**src/rtl/mul_pkg.sv**
```systemverilog
// Shared definitions for the iterative unsigned multiplier.
//   mul_state_t : controller state encoding (IDLE, BUSY, DONE)
//   MUL_WIDTH   : default operand width
//   MUL_CNT_W   : iteration counter width for the default operand width
package mul_pkg;

  localparam int MUL_WIDTH = 32;
  localparam int MUL_CNT_W = $clog2(MUL_WIDTH);

  typedef enum logic [1:0] {
    IDLE = 2'd0,
    BUSY = 2'd1,
    DONE = 2'd2
  } mul_state_t;

endpackage

```
**src/rtl/mulu_1iter.sv**
```systemverilog
// One shift-and-add step of the unsigned multiplier (purely combinational).
//   acc, mcand     : 2*WIDTH accumulator and shifted multiplicand
//   mplier         : WIDTH multiplier, LSB selects whether mcand is added
//   acc_nx, mcand_nx, mplier_nx : values after this step
module mulu_1iter #(
  parameter int WIDTH = 32
) (
  input  logic [2*WIDTH-1:0] acc,
  input  logic [2*WIDTH-1:0] mcand,
  input  logic [WIDTH-1:0]   mplier,
  output logic [2*WIDTH-1:0] acc_nx,
  output logic [2*WIDTH-1:0] mcand_nx,
  output logic [WIDTH-1:0]   mplier_nx
);

  always_comb begin
    // Carry-out of the add is dropped: the final result never exceeds
    // 2^(2W) - 2^W, so it cannot occur.
    acc_nx    = mplier[0] ? (acc + mcand) : acc;
    mcand_nx  = mcand << 1;
    mplier_nx = mplier >> 1;
  end

endmodule

```
**src/rtl/multiplier_unsigned_seq.sv**
```systemverilog
// Iterative unsigned multiply-add: o_product = i_multiplicand * i_multiplier
// + i_addend, one multiplier bit per cycle, fixed latency of WIDTH cycles.
// Handshakes: a transfer happens on a rising edge where valid && ready are
// both high; the producer holds its data stable until that edge. Operands
// are taken on i_valid && o_ready; the result is released on o_valid &&
// i_ready. o_ready is high only in IDLE, o_valid only in DONE.
//   clk, rst_n     : clock, asynchronous active-low reset
//   i_valid/o_ready: operand handshake
//   i_multiplicand, i_multiplier, i_addend : WIDTH-bit operands
//   o_valid/i_ready: result handshake
//   o_product      : 2*WIDTH-bit result, held after the result is taken
module multiplier_unsigned_seq
  import mul_pkg::*;
#(
  parameter int WIDTH = MUL_WIDTH
) (
  input  logic               clk,
  input  logic               rst_n,
  input  logic               i_valid,
  output logic               o_ready,
  input  logic [WIDTH-1:0]   i_multiplicand,
  input  logic [WIDTH-1:0]   i_multiplier,
  input  logic [WIDTH-1:0]   i_addend,
  output logic               o_valid,
  input  logic               i_ready,
  output logic [2*WIDTH-1:0] o_product
);

  localparam int CNT_W = (WIDTH == MUL_WIDTH) ? MUL_CNT_W : $clog2(WIDTH);
  localparam logic [CNT_W-1:0] CNT_LAST = CNT_W'(WIDTH - 1);

  mul_state_t          state_q, state_d;
  logic [2*WIDTH-1:0]  acc_q, acc_d;
  logic [2*WIDTH-1:0]  mcand_q, mcand_d;
  logic [WIDTH-1:0]    mplier_q, mplier_d;
  logic [CNT_W-1:0]    cnt_q, cnt_d;
  logic [2*WIDTH-1:0]  prod_q, prod_d;

  logic [2*WIDTH-1:0]  acc_nx;
  logic [2*WIDTH-1:0]  mcand_nx;
  logic [WIDTH-1:0]    mplier_nx;

  mulu_1iter #(.WIDTH(WIDTH)) u_iter (
    .acc       (acc_q),
    .mcand     (mcand_q),
    .mplier    (mplier_q),
    .acc_nx    (acc_nx),
    .mcand_nx  (mcand_nx),
    .mplier_nx (mplier_nx)
  );

  // State and datapath registers.
  always_ff @(posedge clk or negedge rst_n) begin
    if (!rst_n) begin
      state_q  <= IDLE;
      acc_q    <= '0;
      mcand_q  <= '0;
      mplier_q <= '0;
      cnt_q    <= '0;
      prod_q   <= '0;
    end else begin
      state_q  <= state_d;
      acc_q    <= acc_d;
      mcand_q  <= mcand_d;
      mplier_q <= mplier_d;
      cnt_q    <= cnt_d;
      prod_q   <= prod_d;
    end
  end

  // Next-state logic.
  always_comb begin
    state_d = state_q;
    case (state_q)
      IDLE:    if (i_valid)          state_d = BUSY;
      BUSY:    if (cnt_q == CNT_LAST) state_d = DONE;
      DONE:    if (i_ready)          state_d = IDLE;
      default:                       state_d = IDLE;
    endcase
  end

  // Datapath next values.
  always_comb begin
    acc_d    = acc_q;
    mcand_d  = mcand_q;
    mplier_d = mplier_q;
    cnt_d    = cnt_q;
    prod_d   = prod_q;
    case (state_q)
      IDLE: begin
        if (i_valid) begin
          acc_d    = {{WIDTH{1'b0}}, i_addend};
          mcand_d  = {{WIDTH{1'b0}}, i_multiplicand};
          mplier_d = i_multiplier;
          cnt_d    = '0;
        end
      end
      BUSY: begin
        acc_d    = acc_nx;
        mcand_d  = mcand_nx;
        mplier_d = mplier_nx;
        cnt_d    = cnt_q + 1'b1;
        // The result register is loaded only on the final step so that
        // o_product keeps the previous result until a new one is ready.
        if (cnt_q == CNT_LAST) begin
          cnt_d  = '0;
          prod_d = acc_nx;
        end
      end
      default: ;
    endcase
  end

  // Outputs.
  always_comb begin
    o_ready   = (state_q == IDLE);
    o_valid   = (state_q == DONE);
    o_product = prod_q;
  end

endmodule

```
**config.mk**
```make
export PLATFORM = sky130hd
export DESIGN_NAME = multiplier_unsigned_seq
export DESIGN_NICKNAME = d
export VERILOG_FILES = /design/src/rtl/mul_pkg.sv /design/src/rtl/mulu_1iter.sv /design/src/rtl/multiplier_unsigned_seq.sv
export SDC_FILE = /design/constraint.sdc
export NUM_CORES = 1
export LEC_CHECK = 0
export BUFFER_PORTS_ARGS = -buffer_cell sky130_fd_sc_hd__buf_4
export CAP_MARGIN = 40
export CORE_ASPECT_RATIO = 0.6
export CORE_MARGIN = 10
export CORE_UTILIZATION = 45
export CTS_CLUSTER_DIAMETER = 60
export DETAILED_ROUTE_END_ITERATION = 8
export GPL_TIMING_DRIVEN = 0
export SETUP_SLACK_MARGIN = 0.1
export SYNTH_ARGS = -nofsm -noshare
export SYNTH_HDL_FRONTEND = slang
export SYNTH_SLANG_ARGS = --single-unit
```
**constraint.sdc**
```tcl
create_clock -name clk -period 3.5 [get_ports clk]
set_clock_uncertainty 0.15 [all_clocks]
set_input_delay 0.7 -clock clk [delete_from_list [all_inputs] [get_ports clk]]
set_output_delay 0.7 -clock clk [all_outputs]
set_load 0.02 [all_outputs]
```
==> results of run 1 <==
-- per-layer routing --
| metal | vias up | wire [um] | global-route usage [%] |
|---|---|---|---|
| met3 | 52 | 4500 | 4.811 |
| met1 | 6843 | 27280 | 42.30 |
| li1 | 6349 | - | - |
| met5 | - | 0 | 0 |
| met2 | 545 | 21200 | 35.33 |
| met4 | 0 | 898 | 4.685 |
-- synth_stat cells (all sizes together) (15+ instances only) --
cell / instances
a21o: 52
a21oi: 214
a22o: 51
a22oi: 61
and3: 29
clkbuf: 108
dfrtp: 231
ha: 65
inv: 21
mux2i: 22
nand2: 161
nand3: 25
nand4: 23
nor2: 75
nor2b: 71
o21ai: 155
o21bai: 15
xnor2: 32
xor2: 27
-- logic make-up (layout without fill, tap and decap cells) --
logic type | after synthesis | count (layout)
AOI/OAI and AO/OA | 641 | 641
xor gates and xnor gates | 59 | 59
adders and majority gates | 66 | 66
buffers and inverters | 138 | 377
DFF | 231 | 231
muxes | 28 | 28
other | 0 | 1
and+or+nand+nor | 452 | 452
-- worst max path at each step --
stage	from	end	cells after the start
global placement	mcand_q[2]$_DFFE_PN0P_	o_product[55]$_DFFE_PN0P_	11
floorplan	acc_q[0]$_DFFE_PN0P_	o_product[62]$_DFFE_PN0P_	12
CTS	acc_q[9]$_DFFE_PN0P_	o_product[62]$_DFFE_PN0P_	14
detailed placement	mcand_q[0]$_DFFE_PN0P_	o_product[62]$_DFFE_PN0P_	12
finish	mcand_q[0]$_DFFE_PN0P_	o_product[60]$_DFFE_PN0P_	12
global route	mcand_q[9]$_DFFE_PN0P_	o_product[32]$_DFFE_PN0P_	14
-- state kept, by name, indices dropped and copies added, names as in the netlist --
name / cells
acc_q: 64
o_product: 64
mcand_q: 64
state_q: 2
cnt_q: 5
mplier_q: 32
-- worst reg2reg max path, stage by stage, from the launching register on --
cell and delay [ns]:
dfrtp_1 0.39, ha_2 0.21, fa_2 0.20, a21o_1 0.13, nand4_1 0.23, a211oi_4 0.45, o2111ai_2 0.22, nand3_4 0.16
a21oi_4 0.10, o31a_1 0.36, o31a_1 0.30, or4_4 0.42, nand3_2 0.07
-- where the power goes --
group | total [mW] | switching (mW) | internal [mW]
Clock | 2.64 | 1.14 | 1.50
Sequential | 4.73 | 0.996 | 3.73
Combinational | 9.72 | 5.85 | 3.87
Total | 17.1 | 7.99 | 9.10
-- cell type report --
type / count / area (um2)
plain buffers: 110 / 447.9
diodes: 1 / 2.502
multi-input cells: 1246 / 8523
flip-flops and latches: 231 / 5782
clock inverters: 9 / 101.3
repair buffers: 204 / 1624
clock buffers: 33 / 675.6
well taps: 416 / 520.5
inverters: 21 / 78.83
fillers: 2863 / 13340
-- what timing repair did --
item | in CTS | in global routing
resized for setup | 55 | 108
setup buffers | 14 | 18
pin swaps | 16 | 29
hold endpoints to repair | 18 | 0
hold buffers | 1 | 0
endpoints found under the setup margin | 68 | 47
-- through the flow --
| step | instance area, um2 | setup TNS (ns) | instances |
|---|---|---|---|
| final | 17760 | 0 | 2271 |
| after global routing | 17750 | -0.1607 | 2270 |
| after CTS | 17210 | 0 | 2257 |
| after detailed placement | 16050 | -13.39 | 2202 |
| after global placement | 15940 | -81.92 | 2196 |
| after floorplan | 14180 | 0 | 1615 |
==> implementation parameters, run 1 <==
Parameter                              Value

Timing
  Worst-margin pin slew ... 0.9753 ns
  Pins over their slew limit ... 0
  Portion of the clock cycle consumed by the worst path in the final layout ... 98.35%
  Final hold violations ... 0
  Maximum clock frequency ... 0.2905 GHz
  Total of endpoints with negative setup slack in the final report ... 0
  Slack of the critical path ... 0.05792 ns
  Worst hold slack across all endpoints ... 0.1975 ns
  RSZ-0062 raised after global routing ... true
  Tmin final ... 3.442 ns
  Headroom to the max-slew limit ... 34.98%

Critical path
  Crit path buf inv count ... 0
  Kind of end point of the critical path ... flop
  Worst-case reg-to-reg path depth ... 12
  Critical path launch point type ... flop
  Reg2reg start ... mcand_q[0]$_DFFE_PN0P_
  R2r endpoint ... o_product[60]$_DFFE_PN0P_
  Top fanout value on the critical path ... 3
  Worst-path cell chain ... ha_2, fa_2, a21o_1, nand4_1, a211oi_4, o2111ai_2, nand3_4, a21oi_4, o31a_1, o31a_1, or4_4, nand3_2
  Cell with the largest stage delay on the worst path ... a211oi_4
  Delay contributed by the slowest stage of the critical path ... 0.45 ns
  FF-to-FF setup slack ... 0.06 ns
  Crit path top cell by count ... o31a_1
  Start-to-end type of the worst setup path ... reg2reg
  Data arrival at the endpoint of the critical path ... 3.77 ns
  Top delay family on crit path ... compound AO/OA/AOI/OAI gates
  Req. time, crit path ... 3.83 ns

Synth
  Async S/R FF share, synth ... 100.0%
  Largest area contributor in the netlist ... dfrtp_1
  Cell count after synthesis ... 1,615
  Area share of the largest cell type after synthesis ... 40.76%
  Main flop type after synthesis ... dfrtp_1
  Syn_area_per_cell ... 8.781 um2
  Largest family of logic cells by synthesized area ... compound AO/OA/AOI/OAI gates
  Synthesized-area fraction occupied by xor and xnor cells ... 3.644%
  Share of the yosys chip area belonging to registers ... 40.76%
  Ys Warns ... 0
  Area contributors post-synth ... dfrtp_1 41%, a21oi_1 7.5%, ha_1 5.7%, o21ai_0 5.4%, nand2_1 4.2%
  Cell variety after synth ... 69
  Adder-cell share of the synthesized area ... 5.876%
  Summed instance area of the synthesized netlist ... 0.01418 mm2
  Number of synthesized register bits ... 231
  Number of enable-type register cells in the synthesized netlist ... 0
  Post-synthesis net count ... 1,781
  Compound-cell area share of the yosys netlist ... 28.14%
  Area fraction in and, or, nand and nor cells after synthesis ... 15.85%
  Multiplexer share of the synthesized area ... 2.029%

CTS
  Total clock buffers created by CTS ... 25
  Clock Sink Count ... 231
  Clock-pin slew on the worst setup and hold paths ... 0.07 ns
  Number of levels the H-tree was split into ... 1
  Buffer type at the clock tree root ... clkbuf_16
  CTS tree ... done
  Insertion delay to the later sink of the worst-skew pair ... 0.55 ns
  Max Root-Sink Buffers ... 3

Worst hold path
  Endpoint of the worst hold path ... state_q[1]$_DFFE_PN0P_
  Kind of path behind the tightest hold check ... in2reg
  Hold path startpoint ... i_ready
  Number of cells on the worst hold path ... 2

Die
  Total die area ... 0.03925 mm2
  Vertical die dimension ... 157.5 um
  Starting utilization of the core area ... 45.61%
  Core Region ... 0.03109 mm2
  Die width ... 249.2 um
  Number of placement rows ... 50
  Top-level port count ... 166

Detailed routing
  First-pass iteration count of the detailed router ... 5
  Avg WL per Cell ... 23.73 um
  Total via count in the routed design ... 13,790
  Number of DRC violations after detailed-routing iteration 0 ... 1,438
  Total Wirelength ... 53,880 um
  Per-cell via count in the routed design ... 6.072
  DRT antenna net count ... 0
  Number of remaining DRC errors ... 0

Placed design
  Port Buf Inserts ... 165
  RD Place Congestion ... 0.9495
  DP HPWL ... 40,610 um
  Setup slack after placement ... -0.6774 ns

Global route
  Number of global-route vias before repair ... 12,970
  Gr ovfl total ... 0
  Pin count of the biggest net entering global routing ... 110
  Antenna violations before repair ... 0
  Total routing resource utilization after global routing ... 26.38%
  Global-route wire length before repair ... 81,340 um

Power and ir drop
  Worst supply voltage drop on vdd ... 441.8 uV
  Total power after layout ... 17.08 mW
  Static leakage ... 8.120 nW
  Power per unit of standard cell area ... 962.1 mW/mm2

Cells and area
  Leading cell types in the layout, fill and taps excluded ... 230 x dfrtp_1, 202 x a21oi_1, 193 x buf_4
  Final design utilization ... 57.11%
  Share of cells above drive strength 1 ... 18.72%
  NumNets Final ... 2,005
  Area added between synthesis and finish ... 25.21%
  Most frequent standard cell in the layout excluding fill and tap cells ... dfrtp_1

Run status
  Outcome ... complete, no violations

Flow run
  Max-cap viol count ... 0
No activity file was read; power rests on OpenSTA's default activity.
==> run 2: changes to the inputs <==
==> constraint.sdc (replaced) <==
create_clock -name clk -period 3.5 [get_ports clk]
set_clock_uncertainty 0.15 [all_clocks]
set_input_delay 0.35 -clock clk [delete_from_list [all_inputs] [get_ports clk]]
set_output_delay 0.35 -clock clk [all_outputs]
set_load 0.02 [all_outputs]
==> run 2 against run 1 <==
Effect of this change: global-route usage is 0.39 points higher; first-iteration DRC count is 6.4% lower; count of clock-buffer cells in the layout stayed put; flip-flop and latch count stayed put; wire length is 1.4% higher; register-to-register slack better by 0.02 ns; largest cell class unchanged; largest power group unchanged; highest routed layer unchanged.
==> implementation parameters, run 2 (synthesis results as in run 1) <==
Parameter                              Value

Run status
  Outcome ... complete, no violations

Timing
  Tmin final ... 3.425 ns
  Slack of the critical path ... 0.07477 ns
  Worst-margin pin slew ... 0.9455 ns
  Maximum clock frequency ... 0.2920 GHz
  Pins over their slew limit ... 0
  RSZ-0062 raised after global routing ... true
  Headroom to the max-slew limit ... 36.97%
  Post-Route Setup TNS ... 0 ns
  Total of endpoints with negative setup slack in the final report ... 0
  Portion of the clock cycle consumed by the worst path in the final layout ... 97.86%
  Final hold violations ... 0

Global route
  Antenna violations before repair ... 0
  Global-route wire length before repair ... 82,740 um
  Total routing resource utilization after global routing ... 26.76%
  Number of global-route vias before repair ... 13,370
  Pin count of the biggest net entering global routing ... 110
  Gr ovfl total ... 0

Critical path
  Critical path launch point type ... flop
  Cell with the largest stage delay on the worst path ... dfrtp_1
  Top fanout value on the critical path ... 6
  Crit path top cell by count ... o31a_1
  Req. time, crit path ... 3.83 ns
  FF-to-FF setup slack ... 0.07 ns
  Delay contributed by the slowest stage of the critical path ... 0.47 ns
  Kind of end point of the critical path ... flop
  Start-to-end type of the worst setup path ... reg2reg
  Worst-path cell chain ... ha_4, nand2_1, or3_4, nor4_4, o2111ai_2, nand3_4, a21oi_4, o31a_1, o31a_1, or4_4, nand3_2
  Data arrival at the endpoint of the critical path ... 3.75 ns

Power and ir drop
  Share of total power in sequential cells ... 27.6%
  Clock network fraction of design power ... 15.3%
  Switching share of power ... 46.63%
  Power per unit of standard cell area ... 926.1 mW/mm2
  Internal power ... 9.159 mW
  Combinational Power Share ... 57.1%
  Worst supply voltage drop on vdd ... 442.4 uV
  Switching power of the nets ... 8.002 mW
  Static leakage ... 8.446 nW

Die
  Number of placement rows ... 50
  Total die area ... 0.03925 mm2
  Starting utilization of the core area ... 45.61%
  Vertical die dimension ... 157.5 um
  Top-level port count ... 166
  Die width ... 249.2 um
  Core Region ... 0.03109 mm2

CTS
  Clock-pin slew on the worst setup and hold paths ... 0.07 ns
  Buffer type at the clock tree root ... clkbuf_16
  Insertion delay to the later sink of the worst-skew pair ... 0.55 ns
  CTS tree ... done
  Total clock buffers created by CTS ... 25
  Clock Sink Count ... 231
  Number of levels the H-tree was split into ... 1
  Max Root-Sink Buffers ... 3

Flow run
  Max-cap viol count ... 0

Placed design
  DP HPWL ... 40,610 um
  Placed cell areas ... 0.01605 mm2
  Setup slack after placement ... -0.6774 ns
  Port Buf Inserts ... 165
  RD Place Congestion ... 0.9495

Worst hold path
  Kind of path behind the tightest hold check ... in2reg

Detailed routing
  Total Wirelength ... 54,610 um
  Per-cell via count in the routed design ... 6.040
  Avg WL per Cell ... 23.26 um
  First-pass iteration count of the detailed router ... 5
  Number of remaining DRC errors ... 0
  DRT antenna net count ... 0
  Number of DRC violations after detailed-routing iteration 0 ... 1,346
  Total via count in the routed design ... 14,180

Cells and area
  Final design utilization ... 59.60%
  Area of all placed cells without fillers ... 0.01853 mm2
  Antenna diode count ... 0
  Leading cell types in the layout, fill and taps excluded ... 230 x dfrtp_1, 202 x a21oi_1, 194 x buf_4
  Most frequent standard cell in the layout excluding fill and tap cells ... dfrtp_1
  NumNets Final ... 2,083
  Area added between synthesis and finish ... 30.68%
  Share of cells above drive strength 1 ... 18.01%
## run 2: timing repair
item	in CTS	in global routing
pin swaps	16	28
endpoints found under the hold margin	308	0
gates resized for setup	55	108
endpoints found under the setup margin	68	47
setup buffers	14	19
hold buffers	78	0
## run 2: final timing paths
path | from | to | depth (start not counted)
worst min-delay path | i_addend[21] | acc_q[21]$_DFFE_PN0P_ | 4
worst max register to register | mcand_q[26]$_DFFE_PN0P_ | o_product[60]$_DFFE_PN0P_ | 11
worst max-delay path | mcand_q[26]$_DFFE_PN0P_ | o_product[60]$_DFFE_PN0P_ | 11
max in group asynchronous | rst_n | mcand_q[24]$_DFFE_PN0P_ | 3
worst min register to register | o_product[4]$_DFFE_PN0P_ | o_product[4]$_DFFE_PN0P_ | 2
min in group asynchronous | rst_n | mplier_q[21]$_DFFE_PN0P_ | 2
## run 2: metrics by stage
stage / hold WS, ns / total power [mW] / std cells
global route: 0.02552 / 18.26 / 2348
detailed placement: 0.05134 / 13.18 / 2202
global placement: 0.3091 / 13.01 / 2196
floorplan: -0.09559 / 10.30 / 1615
CTS: 0.004518 / 16.33 / 2334
finish: 0.01414 / 17.16 / 2348
## run 2: cell type report
type                    count  area, um2
fillers                  2780      12560
multi-input cells        1246       8523
inverters                  21      78.83
flip-flops and latches    231       5782
repair buffers            282       2402
clock inverters             9      101.3
plain buffers             110      447.9
well taps                 416      520.5
clock buffers              33      675.6
## run 2: layer usage
| metal | vias to the layer above | global-route usage (%) | part of all wire, % |
|---|---|---|---|
| met4 | 0 | 5.059 | 1.8 |
| met2 | 590 | 36.30 | 40 |
| li1 | 6514 | - | - |
| met1 | 7021 | 42.49 | 50 |
| met5 | - | 0 | 0 |
| met3 | 56 | 4.860 | 8.7 |
## run 2: critical path: cells and delay by family (launching register included)
kind / cells / cell delay, ns
fa+ha+maj: 1 / 0.35
simple gates: 6 / 1.41
compound gates: 4 / 0.97
flops: 1 / 0.47
## run 2: power by group through the flow
stage	Sequential [mW]	Clock [mW]	Combinational, mW
after floorplan	4.72	0	5.58
after global placement	4.65	0	8.36
after detailed placement	4.68	0	8.50
after CTS	4.68	2.67	8.98
after global routing	4.85	2.77	10.6
final	4.73	2.63	9.80
